==> src/rtl/qmac_pipe.sv <==
`timescale 1ns/1ps
`default_nettype none
// +--------------------------------------------------------------------------+
// | qmac_pipe: 3-stage signed Q-format multiply-accumulate, round + saturate |
// | Revision: 1.0                                                            |
// +--------------------------------------------------------------------------+
module qmac_pipe #(
  parameter int N = 32,
  parameter int Q = 15,
  parameter int G = 8
) (
  input  logic         clk,
  input  logic         rst,
  input  logic         i_valid,
  output logic         o_ready,
  input  logic [N-1:0] i_a,
  input  logic [N-1:0] i_b,
  input  logic         i_first,
  input  logic         i_last,
  input  logic         i_round,
  output logic         o_valid,
  input  logic         i_ready,
  output logic [N-1:0] o_result,
  output logic         o_ovr
);

  localparam int AW = 2*N + G;

  logic                 w_en;
  logic signed [2*N-1:0] w_a_ext;
  logic signed [2*N-1:0] w_b_ext;
  logic signed [2*N-1:0] prod_d;
  logic signed [AW-1:0]  acc_d;
  logic signed [AW-1:0]  w_half;
  logic signed [AW-1:0]  w_sum;
  logic signed [AW-1:0]  w_r;
  logic [N-1:0]          res_d;
  logic                  ovr_d;

  logic                  v1_q;
  logic signed [2*N-1:0] p1_q;
  logic                  first1_q;
  logic                  last1_q;
  logic                  round1_q;
  logic                  v2_q;
  logic                  round2_q;
  logic signed [AW-1:0]  acc_q;
  logic                  valid_q;
  logic [N-1:0]          res_q;
  logic                  ovr_q;

  // The whole pipe advances together; a held output freezes every stage.
  assign w_en     = !valid_q || i_ready;
  assign o_ready  = w_en;
  assign o_valid  = valid_q;
  assign o_result = res_q;
  assign o_ovr    = ovr_q;

  assign w_a_ext = {{N{i_a[N-1]}}, i_a};
  assign w_b_ext = {{N{i_b[N-1]}}, i_b};

  always_comb begin
    prod_d = w_a_ext * w_b_ext;
    acc_d  = (first1_q ? '0 : acc_q) + {{G{p1_q[2*N-1]}}, p1_q};
    w_half = '0;
    w_half[Q-1] = 1'b1;
    w_sum  = acc_q + (round2_q ? w_half : '0);
    w_r    = w_sum >>> Q;
    res_d  = w_r[N-1:0];
    ovr_d  = 1'b0;
    // Fits in N bits only when every bit above the result sign matches it.
    if (!((&w_r[AW-1:N-1]) || (~|w_r[AW-1:N-1]))) begin
      ovr_d = 1'b1;
      res_d = w_r[AW-1] ? {1'b1, {(N-1){1'b0}}} : {1'b0, {(N-1){1'b1}}};
    end
  end

  always_ff @(posedge clk or posedge rst) begin
    if (rst) begin
      v1_q     <= 1'b0;
      p1_q     <= '0;
      first1_q <= 1'b0;
      last1_q  <= 1'b0;
      round1_q <= 1'b0;
      v2_q     <= 1'b0;
      round2_q <= 1'b0;
      acc_q    <= '0;
      valid_q  <= 1'b0;
      res_q    <= '0;
      ovr_q    <= 1'b0;
    end else if (w_en) begin
      v1_q <= i_valid;
      if (i_valid) begin
        p1_q     <= prod_d;
        first1_q <= i_first;
        last1_q  <= i_last;
        round1_q <= i_round;
      end
      v2_q <= v1_q && last1_q;
      if (v1_q) begin
        acc_q    <= acc_d;
        round2_q <= round1_q;
      end
      valid_q <= v2_q;
      if (v2_q) begin
        res_q <= res_d;
        ovr_q <= ovr_d;
      end
    end
  end

endmodule
`default_nettype wire

==> config.mk <==
export PLATFORM = sky130hd
export DESIGN_NAME = qmac_pipe
export DESIGN_NICKNAME = d
export VERILOG_FILES = /design/src/rtl/qmac_pipe.sv
export SDC_FILE = /design/constraint.sdc
export NUM_CORES = 2
export LEC_CHECK = 0
export BUFFER_PORTS_ARGS = -buffer_cell sky130_fd_sc_hd__buf_2
export CORE_UTILIZATION = 45
export DETAILED_ROUTE_END_ITERATION = 8
export PLACE_DENSITY = 0.61
export SLEW_MARGIN = 20
export SYNTH_ARGS = -nofsm -noshare
export SYNTH_HDL_FRONTEND = slang
export SYNTH_SLANG_ARGS = --single-unit
==> constraint.sdc <==
create_clock -name clk -period 4.9 [get_ports clk]
set_input_delay 0.245 -clock clk [delete_from_list [all_inputs] [get_ports clk]]
set_output_delay 0.245 -clock clk [all_outputs]
set_load 0.05 [all_outputs]
# [Word level (Yosys, flattened, before mapping)]
# Index checks and enable logic that the tools add are counted.
[word_totals] inputBits=71 word_cells=29 reg_bits=176 out_inout_bits=35
[classes] mul=1 reduce_logical=10 mux=5 n_addsub=2
[ops] operator="72-bit by 15-bit adder with 72-bit output" n=1
[ops] operator="72-bit adder" n=1
[ops] operator="72-bit two-way mux" n=1
[ops] operator="32-bit by 32-bit multiplier with 64-bit output" n=1
[ops] operator="32-bit two-way mux" n=2
[ops] operator="26-bit AND reduction" n=1
[ops] operator="26-bit OR reduction" n=1
[ops] operator="15-bit two-way mux" n=1
[ops] operator="2-bit AND reduction" n=3
[ops] operator="1-bit logical NOT" n=2
[ops] operator="1-bit logical OR" n=2
[ops] operator="1-bit logical AND" n=1
[ops] operator="1-bit two-way mux" n=1

# [Logic depth before layout (Yosys ltp)]
[depth] word_depth=6 depth_mapped=29 depth_no_buf=28

# [Worst setup path before layout]
# OpenSTA, ideal clock, no wires.
[synth_path] kind="input to register" startpoint="input port i_b[2]" endpoint="register p1_q[60]" required_ns=4.775 path_slack_ns=-2.773 cell_stages=26 n_path_buf=2 setup_time_ns=0.125 arrival_ns=7.548 path_cell_list="clkbuf_1 -> nand2_1 -> inv_1 -> fa_1 -> fa_1 -> fa_1 -> fa_1 -> inv_1 -> fa_1 -> inv_1 -> fa_1 -> inv_1 -> fa_1 -> inv_1 -> fa_1 -> ha_1 -> clkbuf_1 -> a21o_1 -> a21o_1 -> a21oi_1 -> o311ai_0 -> a41oi_1 -> o21ai_0 -> a21oi_1 -> xnor2_1 -> mux2_2"
[synth_between] elab_chain_len=1
[synth_lines] element="start, declared" line_no="17" rtl="input logic [N-1:0] i_b,"
[synth_lines] element="32-bit by 32-bit multiplier with 64-bit output" line_no="63" rtl="prod_d = w_a_ext * w_b_ext;"
[synth_lines] element="end signal, assigned" line_no="94" rtl="p1_q <= prod_d;"
[synth_lines] element="end, declared" line_no="41" rtl="logic signed [2*N-1:0] p1_q;"
# No other way between the ends.
# A chain may end at the register's enable or synchronous reset.

# [Final worst setup path]
[layout_path] startpoint="input port i_a[14]" endpoint="register p1_q[55]"
[layout_between] elab_chain_len=1
[layout_lines] element="start, declared" line_no="16" rtl="input logic [N-1:0] i_a,"
[layout_lines] element="32-bit by 32-bit multiplier with 64-bit output" line_no="63"
# No other way between the ends.

==> impl_metrics.py <==
metrics = {
    "outcome": {
        "status": "finished with violations",
        "failed_checks": "negative setup slack",
    },
    "setup_path": {
        "worstSetupStartpointType": "primary input",
        "rrSetupSlack_ns": 0.58,
        "cp-end-kind": "register",
        "r2r-start": "first1_q",
        "cp_max_fo": 6,
        "worst-r2r-cell-count": 15,
        "cp_slowest_cell": "fa_1",
        "required_ns": 5.23,
        "arrival_ns": 7.47,
        "r2r_end": "acc_q[68]",
        "crit_path_frequent_cell": "fa_1",
        "max_stage_delay_ns": 0.61,
        "worstSetupPathType": "in -> reg",
    },
    "timing": {
        "rsz0062_at_grt": "true",
        "slew_headroom": 0.447,
        "finalHoldViolCount": 0,
        "report.final.setup_viol": 53,
        "fin_ws_ns": -2.23,
        "fin_hold_ws_ns": 0.0323,
        "fmax_mhz": 140,
        "clock_skew_ns": 0.0122,
        "setup-tns-final_ns": -81.12,
        "worst_slew_pin_slew_ns": 0.829,
        "drv_slew": 0,
        "fin_crit_sh": 1.46,
        "min_period_ns": 7.13,
    },
    "floorplanning": {
        "die_x_um": 331,
        "start_util": 0.454,
        "dieArea_um2": 109000,
        "rows": 120,
        "coreArea_um2": 107000,
        "io_pins": 106,
        "die_y_um": 331,
    },
    "final_layout": {
        "final_nets": 7210,
        "final_common_cell": "fa_1",
        "syn2layout_area_growth_pct": 19.7,
        "final_cell_mix": "fa_1, inv_1, nand2_1",
        "drive_gt1_frac": 0.192,
    },
    "hold_path": {
        "hold-path-endpoint": "last1_q",
        "hold_depth": 2,
        "hold_path.class": "in -> reg",
        "holdCritStartpoint": "i_last",
    },
    "job": {
        "max-cap-violations": 0,
    },
    "logic_synthesis": {
        "yosysTopAreaCellShare": 0.446,
        "synth-edff-count": 0,
        "synth.ff_latch_count": 176,
        "ys_types": 78,
        "yosysSeqAreaShare": 0.0907,
        "syn_avg_cell_area_um2": 9.02,
        "synth_top_area_cell": "fa_1",
        "synthArstFlopShare": 1.00,
        "synth-main-ff-cell": "dfrtp_1",
        "netlist_instances": 5385,
        "syn-num-nets": 6795,
        "yosysWarnings": 0,
        "synth_area_leaders": "fa_1, dfrtp_1, inv_1, and2_1, ha_1",
        "synth_area_um2": 48600,
    },
    "clock_tree": {
        "numCtsBuffers": 17,
        "root_buffer": "clkbuf_16",
        "clock_latency_ns": 0.45,
        "cts_buffer_depth": 2,
        "clkTransAtPathRegs_ns": 0.07,
        "cts_sinks": 176,
        "cts_max_level": 4,
        "cts_tree": "built",
    },
    "route": {
        "wl_per_cell_um": 18.4,
        "antenna_left": 0,
        "drt_pass1_iterations": 5,
        "vias_per_cell": 5.18,
        "wirelength_um": 133000,
        "vias": 37400,
        "drc_errors": 0,
        "drt_iter0_drc": 2272,
    },
    "global_route": {
        "grt_pass1_wl_um": 214000,
        "grtUsageTotal": 0.248,
        "grt_pass1_vias": 39600,
        "grt_antenna_before_repair": 1,
        "gr-total-overflow": 0,
        "grt_start_max_net_pins": 101,
    },
    "placement": {
        "hpwlAfterDp_um": 110000,
        "gp_congestion": 0.917,
        "port_buffers": 105,
    },
}
worst max-delay path, delay by kind of cell:
family,cells,cell delay [ns]
adders and majority gates,9,4.35
AOI/OAI and AO/OA,8,1.81
buffers and inverters,4,0.45
muxes,1,0.25
and+or+nand+nor,2,0.22
xor gates and xnor gates,1,0.14
per-stage QoR:
| step | setup slack (ns) | instances | utilization | cell area, um^2 |
|---|---|---|---|---|
| finish | -2.23 | 7217 | 0.543 | 58100 |
| CTS | -2.18 | 7174 | 0.529 | 56700 |
| floorplan | -2.36 | 5385 | - | 49600 |
| detailed placement | -3.02 | 7095 | 0.509 | 54500 |
| global route | -2.42 | 7216 | 0.543 | 58100 |
| global placement | -2.95 | 7095 | 0.509 | 54500 |
flip-flops by register name, indices dropped and copies added, names as in the netlist:
| register | count |
|---|---|
| last1_q | 1 |
| o_ovr | 1 |
| first1_q | 1 |
| round1_q | 1 |
| acc_q | 72 |
| v1_q | 1 |
| o_valid | 1 |
| p1_q | 64 |
| v2_q | 1 |
| o_result | 32 |
| round2_q | 1 |
cell type report:
| type | instances | area, um^2 |
|---|---|---|
| fill | 9612 | 48900 |
| multi-input combinational | 3932 | 41000 |
| clock buffer | 20 | 447 |
| timing repair buffer | 684 | 6620 |
| inverter | 989 | 3720 |
| sequential | 176 | 4410 |
| tap | 1403 | 1760 |
| antenna | 1 | 2.50 |
| clock inverter | 12 | 125 |
logic make-up after synthesis:
kind of cell             Yosys count  synth area share
flip-flops                       176            0.0907
buffers and inverters           1277            0.0993
XOR/XNOR                         177            0.0319
AO/OA/AOI/OAI                    616            0.0791
multiplexers                      20           0.00451
adder cells (fa/ha/maj)         1339             0.512
AND/OR/NAND/NOR                 1780             0.182
synth_stat cells (all sizes together) (3+ instances only):
cell / instances
or2: 7
a41oi: 8
xnor2: 99
o21ai: 216
a221oi: 3
a21o: 76
a22o: 30
and2: 522
a31o: 4
a21oi: 144
mux2i: 5
nand2: 782
o211ai: 11
dfrtp: 176
o31ai: 14
nor2b: 82
buf: 22
o211a: 4
mux2: 15
ha: 256
nor4: 14
o21bai: 18
and4: 9
nand3: 57
a211oi: 14
a22oi: 3
a31oi: 20
xor2: 78
o31a: 6
nor2: 147
nor3: 25
o21a: 13
nand4: 53
nor3b: 9
or3: 13
inv: 989
a21boi: 5
nand2b: 29
a2111oi: 3
fa: 1083
o221ai: 3
clkbuf: 266
and3: 23
metal layers:
metal / track usage / wire (um)
met1: 0.365 / 60800
met2: 0.393 / 60900
met3: 0.0350 / 7880
met4: 0.0478 / 3020
met5: 0 / 0
worst max path at each step:
stage,start,endpoint,slack [ns],depth (start not counted)
2_1_floorplan,i_a[31],p1_q[60],-2.36,25
3_3_place_gp,i_a[19],p1_q[55],-2.95,25
3_5_place_dp,i_b[2],p1_q[55],-3.02,24
4_1_cts,i_a[14],p1_q[55],-2.18,26
5_1_grt,i_a[31],p1_q[62],-2.42,30
6_report,i_a[14],p1_q[55],-2.23,25
what timing repair did:
action,4_1_cts,5_1_grt
setup buffers,45,40
pin swaps,144,175
hold endpoints to repair,22,0
cloned,4,11
hold buffers,1,0
endpoints found under the setup margin,55,55
gates resized for setup,292,252
Power is left out: the tool's default activity adds up to more than one toggle a clock period on the data nets, which glitch-free logic cannot reach.
